File: src/rtl/alu_pkg.sv
// Shared definitions for the bit-serial ALU sequencer and its 1-bit slice.
// Holds funct codes, controller states and the supported-op check.
package alu_pkg;

  localparam logic [5:0] FN_ADD = 6'd32;
  localparam logic [5:0] FN_SUB = 6'd34;
  localparam logic [5:0] FN_AND = 6'd36;
  localparam logic [5:0] FN_OR  = 6'd37;
  localparam logic [5:0] FN_SLT = 6'd42;

  typedef enum logic [1:0] {
    IDLE = 2'd0,
    RUN  = 2'd1,
    DONE = 2'd2
  } state_t;

  function automatic logic is_supported(input logic [5:0] f);
    return (f == FN_ADD) || (f == FN_SUB) ||
           (f == FN_AND) || (f == FN_OR)  ||
           (f == FN_SLT);
  endfunction

  function automatic logic needs_invert(input logic [5:0] f);
    return (f == FN_SUB) || (f == FN_SLT);
  endfunction

endpackage

File: src/rtl/alu_serial_ctrl_if.sv
// Request/response bundle for the bit-serial ALU sequencer.
// Two valid/ready handshakes: operands in, result and flags out.
interface alu_serial_ctrl_if #(
  parameter int WIDTH = 32
);

  logic             in_valid;
  logic             in_ready;
  logic [WIDTH-1:0] dataA;
  logic [WIDTH-1:0] dataB;
  logic [5:0]       funct;
  logic             out_valid;
  logic             out_ready;
  logic [WIDTH-1:0] result;
  logic             zero;
  logic             overflow;
  logic             err;

  modport master (
    output in_valid, dataA, dataB, funct,
    output out_ready,
    input  in_ready,
    input  out_valid, result, zero,
    input  overflow, err
  );

  modport slave (
    input  in_valid, dataA, dataB, funct,
    input  out_ready,
    output in_ready,
    output out_valid, result, zero,
    output overflow, err
  );

endinterface

File: src/rtl/ALU_1bit.sv
// One bit of a MIPS ripple ALU: AND/OR/ADD/SUB/SLT selected by Signal.
// o_set exposes the raw adder sum so the MSB can form the SLT bit.
module ALU_1bit
  import alu_pkg::*;
(
  input  logic       i_a,
  input  logic       i_b,
  input  logic       i_invert_b,
  input  logic       i_cin,
  input  logic       i_less,
  input  logic [5:0] i_signal,
  output logic       o_sum,
  output logic       o_set,
  output logic       o_cout
);

  logic w_b;
  logic w_add;

  assign w_b    = i_b ^ i_invert_b;
  assign w_add  = i_a ^ w_b ^ i_cin;
  assign o_set  = w_add;
  assign o_cout = (i_a & w_b) | (i_cin & (i_a ^ w_b));

  // Select the slice output for the current operation.
  always_comb begin
    o_sum = 1'b0;
    unique case (1'b1)
      (i_signal == FN_AND): o_sum = i_a & w_b;
      (i_signal == FN_OR):  o_sum = i_a | w_b;
      (i_signal == FN_ADD): o_sum = w_add;
      (i_signal == FN_SUB): o_sum = w_add;
      (i_signal == FN_SLT): o_sum = i_less;
      default:              o_sum = 1'b0;
    endcase
  end

endmodule

File: src/rtl/alu_serial_ctrl.sv
// Bit-serial ALU sequencer: walks one ALU_1bit slice over a WIDTH-bit word,
// LSB first, and returns result plus zero/overflow/err flags.
module alu_serial_ctrl
  import alu_pkg::*;
#(
  parameter int WIDTH = 32
) (
  input logic         clk,
  input logic         rst_n,
  alu_serial_ctrl_if.slave bus
);

  localparam int CW = $clog2(WIDTH) + 1;

  state_t           r_state;
  state_t           w_next;
  logic [WIDTH-1:0] r_a;
  logic [WIDTH-1:0] r_b;
  logic [WIDTH-1:0] r_result;
  logic [5:0]       r_funct;
  logic             r_invb;
  logic             r_carry;
  logic             r_ovf;
  logic             r_err;
  logic [CW-1:0]    r_cnt;

  logic             w_accept;
  logic             w_last;
  logic             w_sum;
  logic             w_set;
  logic             w_cout;
  logic             w_ovf;
  logic             w_arith;
  logic [WIDTH-1:0] w_shift;

  assign w_accept = bus.in_valid && (r_state == IDLE);
  assign w_last   = (r_cnt == CW'(WIDTH - 1));
  assign w_ovf    = r_carry ^ w_cout;
  assign w_arith  = (r_funct == FN_ADD) || (r_funct == FN_SUB);
  assign w_shift  = {w_sum, r_result[WIDTH-1:1]};

  ALU_1bit u_slice (
    .i_a        (r_a[0]),
    .i_b        (r_b[0]),
    .i_invert_b (r_invb),
    .i_cin      (r_carry),
    .i_less     (1'b0),
    .i_signal   (r_funct),
    .o_sum      (w_sum),
    .o_set      (w_set),
    .o_cout     (w_cout)
  );

  // State register.
  always_ff @(posedge clk or negedge rst_n) begin
    if (!rst_n) r_state <= IDLE;
    else        r_state <= w_next;
  end

  // Next-state: unsupported ops skip RUN and report err directly.
  always_comb begin
    w_next = r_state;
    unique case (r_state)
      IDLE: begin
        if (w_accept)
          w_next = is_supported(bus.funct) ? RUN : DONE;
      end
      RUN: begin
        if (w_last) w_next = DONE;
      end
      DONE: begin
        if (bus.out_ready) w_next = IDLE;
      end
      default: w_next = IDLE;
    endcase
  end

  // Operand shifters, ripple carry, bit counter, result and flags.
  always_ff @(posedge clk or negedge rst_n) begin
    if (!rst_n) begin
      r_a      <= '0;
      r_b      <= '0;
      r_result <= '0;
      r_funct  <= '0;
      r_invb   <= 1'b0;
      r_carry  <= 1'b0;
      r_ovf    <= 1'b0;
      r_err    <= 1'b0;
      r_cnt    <= '0;
    end else if (w_accept) begin
      r_a      <= bus.dataA;
      r_b      <= bus.dataB;
      r_funct  <= bus.funct;
      r_invb   <= needs_invert(bus.funct);
      r_carry  <= needs_invert(bus.funct);
      r_cnt    <= '0;
      r_result <= '0;
      r_ovf    <= 1'b0;
      r_err    <= !is_supported(bus.funct);
    end else if (r_state == RUN) begin
      r_a     <= r_a >> 1;
      r_b     <= r_b >> 1;
      r_carry <= w_cout;
      r_cnt   <= r_cnt + CW'(1);
      if (w_last) begin
        if (r_funct == FN_SLT)
          r_result <= {{(WIDTH-1){1'b0}}, w_set ^ w_ovf};
        else
          r_result <= w_shift;
        r_ovf <= w_arith ? w_ovf : 1'b0;
      end else begin
        r_result <= w_shift;
      end
    end else if ((r_state == DONE) && bus.out_ready) begin
      r_err <= 1'b0;
    end
  end

  assign bus.in_ready  = (r_state == IDLE);
  assign bus.out_valid = (r_state == DONE);
  assign bus.result    = r_result;
  assign bus.zero      = ~|r_result;
  assign bus.overflow  = r_ovf;
  assign bus.err       = r_err;

endmodule

File: src/flat_wrapper.sv
// flat-port wrapper written by rule: the top's interface ports become plain ports
module alu_serial_ctrl_flat import alu_pkg::*;
#(
  parameter int WIDTH = 32
)
  (clk, rst_n, bus_in_valid, bus_dataA, bus_dataB, bus_funct, bus_out_ready, bus_in_ready, bus_out_valid, bus_result, bus_zero, bus_overflow, bus_err);
  alu_serial_ctrl_if #(.WIDTH(WIDTH)) bus_i ();
  input logic clk;
  input logic rst_n;
  input wire logic [$bits(bus_i.in_valid)-1:0] bus_in_valid;
  input wire logic [$bits(bus_i.dataA)-1:0] bus_dataA;
  input wire logic [$bits(bus_i.dataB)-1:0] bus_dataB;
  input wire logic [$bits(bus_i.funct)-1:0] bus_funct;
  input wire logic [$bits(bus_i.out_ready)-1:0] bus_out_ready;
  output wire logic [$bits(bus_i.in_ready)-1:0] bus_in_ready;
  output wire logic [$bits(bus_i.out_valid)-1:0] bus_out_valid;
  output wire logic [$bits(bus_i.result)-1:0] bus_result;
  output wire logic [$bits(bus_i.zero)-1:0] bus_zero;
  output wire logic [$bits(bus_i.overflow)-1:0] bus_overflow;
  output wire logic [$bits(bus_i.err)-1:0] bus_err;
  assign bus_i.in_valid = bus_in_valid;
  assign bus_i.dataA = bus_dataA;
  assign bus_i.dataB = bus_dataB;
  assign bus_i.funct = bus_funct;
  assign bus_i.out_ready = bus_out_ready;
  assign bus_in_ready = bus_i.in_ready;
  assign bus_out_valid = bus_i.out_valid;
  assign bus_result = bus_i.result;
  assign bus_zero = bus_i.zero;
  assign bus_overflow = bus_i.overflow;
  assign bus_err = bus_i.err;
  alu_serial_ctrl #(.WIDTH(WIDTH)) u_core (.clk(clk), .rst_n(rst_n), .bus(bus_i));
endmodule
File: config.mk
export PLATFORM = sky130hd
export DESIGN_NAME = alu_serial_ctrl_flat
export DESIGN_NICKNAME = d
export VERILOG_FILES = /design/src/rtl/alu_pkg.sv /design/src/rtl/alu_serial_ctrl_if.sv /design/src/rtl/ALU_1bit.sv /design/src/rtl/alu_serial_ctrl.sv /design/src/flat_wrapper.sv
export SDC_FILE = /design/constraint.sdc
export NUM_CORES = 1
export LEC_CHECK = 0
export ABC_AREA = 1
export ABC_CLOCK_PERIOD_IN_PS = 2020
export CAP_MARGIN = 10
export CORE_ASPECT_RATIO = 1.25
export CORE_MARGIN = 2
export CORE_UTILIZATION = 30
export DETAILED_ROUTE_END_ITERATION = 7
export GPL_TIMING_DRIVEN = 0
export PLACE_DENSITY = 0.56
export RECOVER_POWER = 25
export SYNTH_ARGS = -nofsm -noshare
export SYNTH_HDL_FRONTEND = slang
export SYNTH_SLANG_ARGS = --single-unit
File: constraint.sdc
create_clock -name clk -period 2.02 [get_ports clk]
set_clock_uncertainty 0.1 [all_clocks]
set_input_delay 0.303 -clock clk [delete_from_list [all_inputs] [get_ports clk]]
set_output_delay 0.303 -clock clk [all_outputs]
set_load 0.02 [all_outputs]
# Word-level counts from Yosys, hierarchy flattened
# Cells that the tools add are included.
[totals]
register_bits = 114
input_bits = 74
out_inout_bits = 37
elab_cells = 81
[op_classes]
addsub = 1
eq_ne = 17
n_mux = 25
n_bitwise = 9
n_reduce_logical = 19
[ops]
columns = ["cell", "count"]
rows = [
  ["$mux W32", 8],
  ["$eq A6 B6 Y1 const B", 10],
  ["$reduce_or A32 Y1", 1],
  ["$mux W6", 2],
  ["$mux W1", 9],
  ["$mux W2", 4],
  ["$add A6 B1 Y6 const B", 1],
  ["$eq A6 B5 Y1 const B", 1],
  ["$logic_or A1 B1 Y1", 6],
  ["$ne A2 B1 Y1 const B", 3],
  ["$pmux W2 S3", 1],
  ["$reduce_bool A2 Y1", 3],
  ["$xor A1 B1 Y1", 5],
  ["$reduce_and A2 Y1", 2],
  ["$pmux W1 S3", 1],
  ["$reduce_and A3 Y1", 1],
  ["$and A1 B1 Y1", 2],
  ["$eq A2 B1 Y1 const B", 1],
  ["$eq A2 B2 Y1 const B", 1],
  ["$logic_and A1 B1 Y1", 2],
  ["$logic_not A1 Y1", 2],
  ["$logic_not A2 Y1", 1],
  ["$ne A2 B2 Y1 const B", 1],
  ["$or A1 B1 Y1", 2],
  ["$reduce_or A2 Y1", 1],
]

# Logic depth before layout (Yosys ltp)
[logic_depth]
word_depth = 10
mapped_depth = 9
mapped_depth_nobuf = 9

# Hierarchy
# From an unflattened synthesis, not the netlist that was laid out.
[hier_totals]
hier_cells = 633
area_unflattened_um2 = 5351.4
[modules_own_cells]
columns = ["module", "instances", "cells_each", "area_per_inst_um2", "seq_area_each_um2"]
rows = [
  ["alu_serial_ctrl", 1, 612, 5222.5, 2852.7],
  ["ALU_1bit", 1, 21, 128.9, 0.0],
]

# Worst setup path after synthesis
# No wires, ideal clock.
[synth_timing]
path_kind = "reg-to-reg"
start = "reg u_core.r_invb"
end = "reg u_core.r_result[31] (netlist: u_core.bus.result[31])"
setup_ns = 0.065
arrival_ns = 1.439
required_ns = 1.855
setup_slack_ns = 0.417
stages_incl_launch_ff = 8
path_buffers = 0
period_less_slack_ns = 1.603
path_cell_list = "dfrtp_1 xnor2_1 fa_1 nor2_1 nand2_1 nand2_1 nand2_1 nand2_1"
[synth_via]
elab_chain_len = 8
elab_cells_between_ends = 10
cone_classes = "5 x mux; 5 x bitwise"
[synth_rtl]
columns = ["element", "line_no", "source"]
rows = [
  ["from (decl)", "alu_serial_ctrl.sv:21", "logic r_invb;"],
  ["from (signal assigned)", "alu_serial_ctrl.sv:94", "r_invb <= needs_invert(bus.funct);"],
  ["$xor A1 B1 Y1 (*)", "ALU_1bit.sv:20", "assign w_b = i_b ^ i_invert_b;"],
  ["$xor A1 B1 Y1 (2 in series)", "ALU_1bit.sv:21", "assign w_add = i_a ^ w_b ^ i_cin;"],
  ["$pmux W1 S3 (*)", "ALU_1bit.sv:28", "unique case (1'b1)"],
  ["$mux W32", "alu_serial_ctrl.sv:106", "if (r_funct == FN_SLT)"],
  ["$mux W32 (*)", "alu_serial_ctrl.sv:105", "if (w_last) begin"],
  ["$mux W32 (*)", "alu_serial_ctrl.sv:100", "end else if (r_state == RUN) begin"],
  ["$mux W32 (*)", "alu_serial_ctrl.sv:90", "end else if (w_accept) begin"],
  ["to (signal assigned)", "alu_serial_ctrl.sv:107", "r_result <= {{(WIDTH-1){1'b0}}, w_set ^ w_ovf};"],
  ["to (signal assigned)", "alu_serial_ctrl.sv:109", "r_result <= w_shift;"],
  ["to (signal assigned)", "alu_serial_ctrl.sv:112", "r_result <= w_shift;"],
  ["to (decl)", "alu_serial_ctrl.sv:19", "logic [WIDTH-1:0] r_result;"],
]
# Every way passes the cells marked *; elsewhere a longest branch is shown, timed or not. The select of a mux whose other input is x is not followed.
# A chain may end at the register's enable or synchronous reset.

# Worst setup path in the final report
[layout_timing]
start = "reg u_core.r_result[1] (netlist: u_core.bus.result[1])"
end = "out bus_zero"
[layout_via]
elab_chain_len = 2
[layout_rtl]
columns = ["element", "line_no", "source"]
rows = [
  ["$reduce_or A32 Y1", "alu_serial_ctrl.sv:122", "assign bus.zero = ~|r_result;"],
  ["$logic_not A1 Y1", "alu_serial_ctrl.sv:122", ""],
  ["to (decl)", "flat_wrapper.sv:18", "output wire logic [$bits(bus_i.zero)-1:0] bus_zero;"],
]
# No other way between the ends.

==> summary.txt <==
Final layout
  • Area delta synth->final: 38.04%
  • Fraction of layout cells with a size suffix above 1: 8.126%
  • Finished Layout Cells: 983
  • Area of the multi-input gates: 1908 um2
  • Post-Layout Inst Area: 7097 um2
  • N_diodes: 0
  • Flip-flop and latch area: 2853 um2
  • Fill count: 1685
  • # nets final: 829

Drt
  • Vias per cell: 4.521
  • DRT iter0 DRCs: 222
  • Number of detailed-route iterations in the first pass: 4
  • DRC: 0
  • Final wirelength: 12750 um
  • DRT antenna net count: 0
  • Wire per inst: 12.97 um
  • Via count: 4444

Synthesis
  • Cell variety after synth: 30
  • Sequential fraction of the synthesis area: 55.49%
  • Most used flip-flop cell after synthesis: dfrtp_1
  • EDFF count, synth: 0
  • Mean Syn Cell Area: 8.306 um2
  • Synthesized area: 5141 um2
  • Synth top area share: 55.49%
  • Mapped Cells: 619
  • Synth area leaders: dfrtp_1 55%, nand2_1 19%, nand3_1 6.2%, inv_1 3.9%, o21ai_0 3.5%
  • Ys async rst share: 100.0%
  • Flops & latches, synth: 114
  • Yosys top cell by area: dfrtp_1
  • Post-Syn Nets: 698
  • Synthesis Warnings: 0

Setup path
  • Startpoint class of the critical path: flip-flop
  • CP Launch Point: u_core.bus.result[1]$_DFFE_PN0P_
  • CP Depth: 6
  • R2r endpoint: u_core.bus.result[31]$_DFFE_PN0P_
  • R2R cell count: 7
  • Cell family with most CP delay: flip-flops
  • CP dominant cell by count: nor2_1
  • Critical-path top delay cell: dfrtp_1
  • Worst Path Max Fanout: 3
  • Crit path buf inv count: 2
  • FF-to-FF setup slack: 250 ps
  • Worst path max stage delay: 410 ps
  • Arr. time, crit path: 1520 ps
  • Crit Path Category: reg2out
  • RR Startpoint: u_core.r_invb$_DFFE_PN0P_
  • CP required: 1620 ps
  • CP Capture Type: primary output
  • Critical-path cell list: inv_1 -> nand4_1 -> nor2_1 -> nand3_1 -> nor2_1 -> buf_2

STA
  • Final Hold Vio Count: 0
  • FMAX: 519.3 MHz
  • Setup WS post-layout: 94.22 ps
  • Tmin final: 1926 ps
  • Final setup vio count: 0
  • Relative slew slack: 44.18%
  • Final slew viol count: 0
  • Worst-margin pin slew: 837.3 ps
  • Tcrit/Tclk final: 95.34%
  • Post-route setup TNS: 0 ps

Placed design
  • Routability Congestion: 0.7910
  • Worst slack, placed: 84.61 ps
  • DP Area: 6546 um2
  • Post-detail-place hpwl: 9360 um
  • Number of I/O port buffers: 110
  • Placed instance count: 950

Clocking
  • Reg clk slew, reported paths: 50 ps
  • H-tree depth: 4
  • Clock Path Buffers: 2
  • Post-CTS setup buffers: 0
  • Clock root buffer: clkbuf_16
  • CTS sink cnt: 114
  • Num CTS Buffers: 17
  • Clock Latency Late Sink: 410 ps
  • CTS tree: built

Power
  • PwrDens: 1142 nW/um2
  • VDD IR max: 0.4742 mV
  • Leakage: 3.303 nW
  • Total Power: 8.107 mW

GRT
  • Global route overflow: 0
  • Total GRT Usage: 15.19%
  • Vias in the first global route: 4460
  • Largest net degree at the start of global routing: 92
  • Initial antenna violation count: 0
  • First-pass GRT wire length: 21500 um

Floorplan
  • Die Area: 18210 um2
  • Core area: 16780 um2
  • Die Span X: 121.1 um
  • Ports: 111
  • Row cnt: 53
  • Initial Util: 30.64%
  • Die height: 150.4 um

Min path
  • HP Class: in2async

Job
  • Max-cap violations: 0

Run status
  • Status: complete, no violations
==> cell usage after synthesis, drive strengths merged (2+ instances only) <==
cell / count
nand2: 262
dfrtp: 114
nand3: 65
inv: 56
o21ai: 41
buf: 21
nor2: 19
nand4: 9
clkbuf: 6
o211ai: 6
a21oi: 3
a22oi: 3
ha: 3
fa: 2
o221ai: 2
xnor2: 2
==> layout make-up <==
cell class	count	share of cell area [%]
sequential	114	40.20
multi-input combinational	422	26.89
timing repair buffer	112	15.73
clock buffer	29	7.616
tap	220	3.879
inverter	56	2.962
buffer	27	2.486
clock inverter	3	0.2468
==> power by group <==
group,switching [mW],internal [mW],total (mW)
clock,0.972,1.79,2.76
combinational,1.14,0.803,1.94
sequential,0.402,3.00,3.40
total,2.51,5.59,8.11
==> per-stage QoR <==
stage / hold WS, ps / utilization, %
final: 209.6 / 42.30
after global routing: 205.8 / 42.30
after CTS: 203.6 / 42.36
after detailed placement: 74.95 / 39.02
after global placement: 355.2 / 38.85
after floorplan: -92.59 / -
==> routing by layer <==
metal  share of wire (%)  up-vias  global-route usage (%)
met4                 1.9        0                   6.337
met2                  50      111                   25.93
met1                  43     2090                   18.11
li1                    -     2224                       -
met5                   0        -                       0
met3                 5.1       19                   3.939
==> state kept, by name, indices dropped and copies added (netlist names) <==
name / count
u_core.bus.err: 1
u_core.bus.overflow: 1
u_core.bus.result: 32
u_core.r_a: 32
u_core.r_b: 32
u_core.r_carry: 1
u_core.r_cnt: 6
u_core.r_funct: 6
u_core.r_invb: 1
u_core.r_state: 2
==> cell families after synthesis <==
logic type      share of synthesized area [%]
buf+inv                                 7.520
flops                                   55.49
xor+xnor                               0.5112
fa+ha+maj                               1.509
compound gates                          6.230
simple gates                            28.74
==> how the worst max path moves through the flow <==
| stage | end | slack, ps |
|---|---|---|
| finish | bus_zero | 90 |
| global route | bus_zero | -0.008 |
| CTS | bus_zero | 80 |
| detailed placement | bus_zero | 80 |
| global placement | u_core.r_a[10]$_DFFE_PN0P_ | -3950 |
| floorplan | u_core.bus.result[31]$_DFFE_PN0P_ | 420 |
==> repair_timing <==
item / CTS / global route
hold endpoints to repair: 23 / 0
hold buffers: 1 / 0
gates resized for setup: 6 / 1
endpoints found under the setup margin: 3 / 1
==> placed cells by master (no fill, tap or decap), types with 2 or more instances in the layout <==
| cell type | Yosys | routed |
|---|---|---|
| buf_6 | 7 | 9 |
| ha_1 | 3 | 3 |
| dlygate4sd2_1 | 0 | 2 |
| o221ai_1 | 2 | 2 |
| inv_2 | 3 | 3 |
| clkbuf_16 | 0 | 17 |
| clkbuf_1 | 6 | 11 |
| xnor2_1 | 2 | 2 |
| a21oi_1 | 3 | 3 |
| nand2_2 | 3 | 3 |
| a22oi_1 | 3 | 3 |
| buf_2 | 12 | 13 |
| clkbuf_8 | 0 | 7 |
| o21ai_1 | 5 | 5 |
| buf_4 | 2 | 2 |
| nand2_1 | 258 | 258 |
| o21ai_0 | 36 | 36 |
| clkinv_2 | 0 | 2 |
| nand3_1 | 64 | 64 |
| inv_1 | 53 | 53 |
| fa_1 | 2 | 2 |
| clkdlybuf4s50_1 | 0 | 106 |
| nand4_1 | 9 | 9 |
| o211ai_1 | 6 | 6 |
| nor2_1 | 17 | 17 |
| dfrtp_1 | 114 | 114 |
Note: power is estimated with default switching activity, not from simulation.
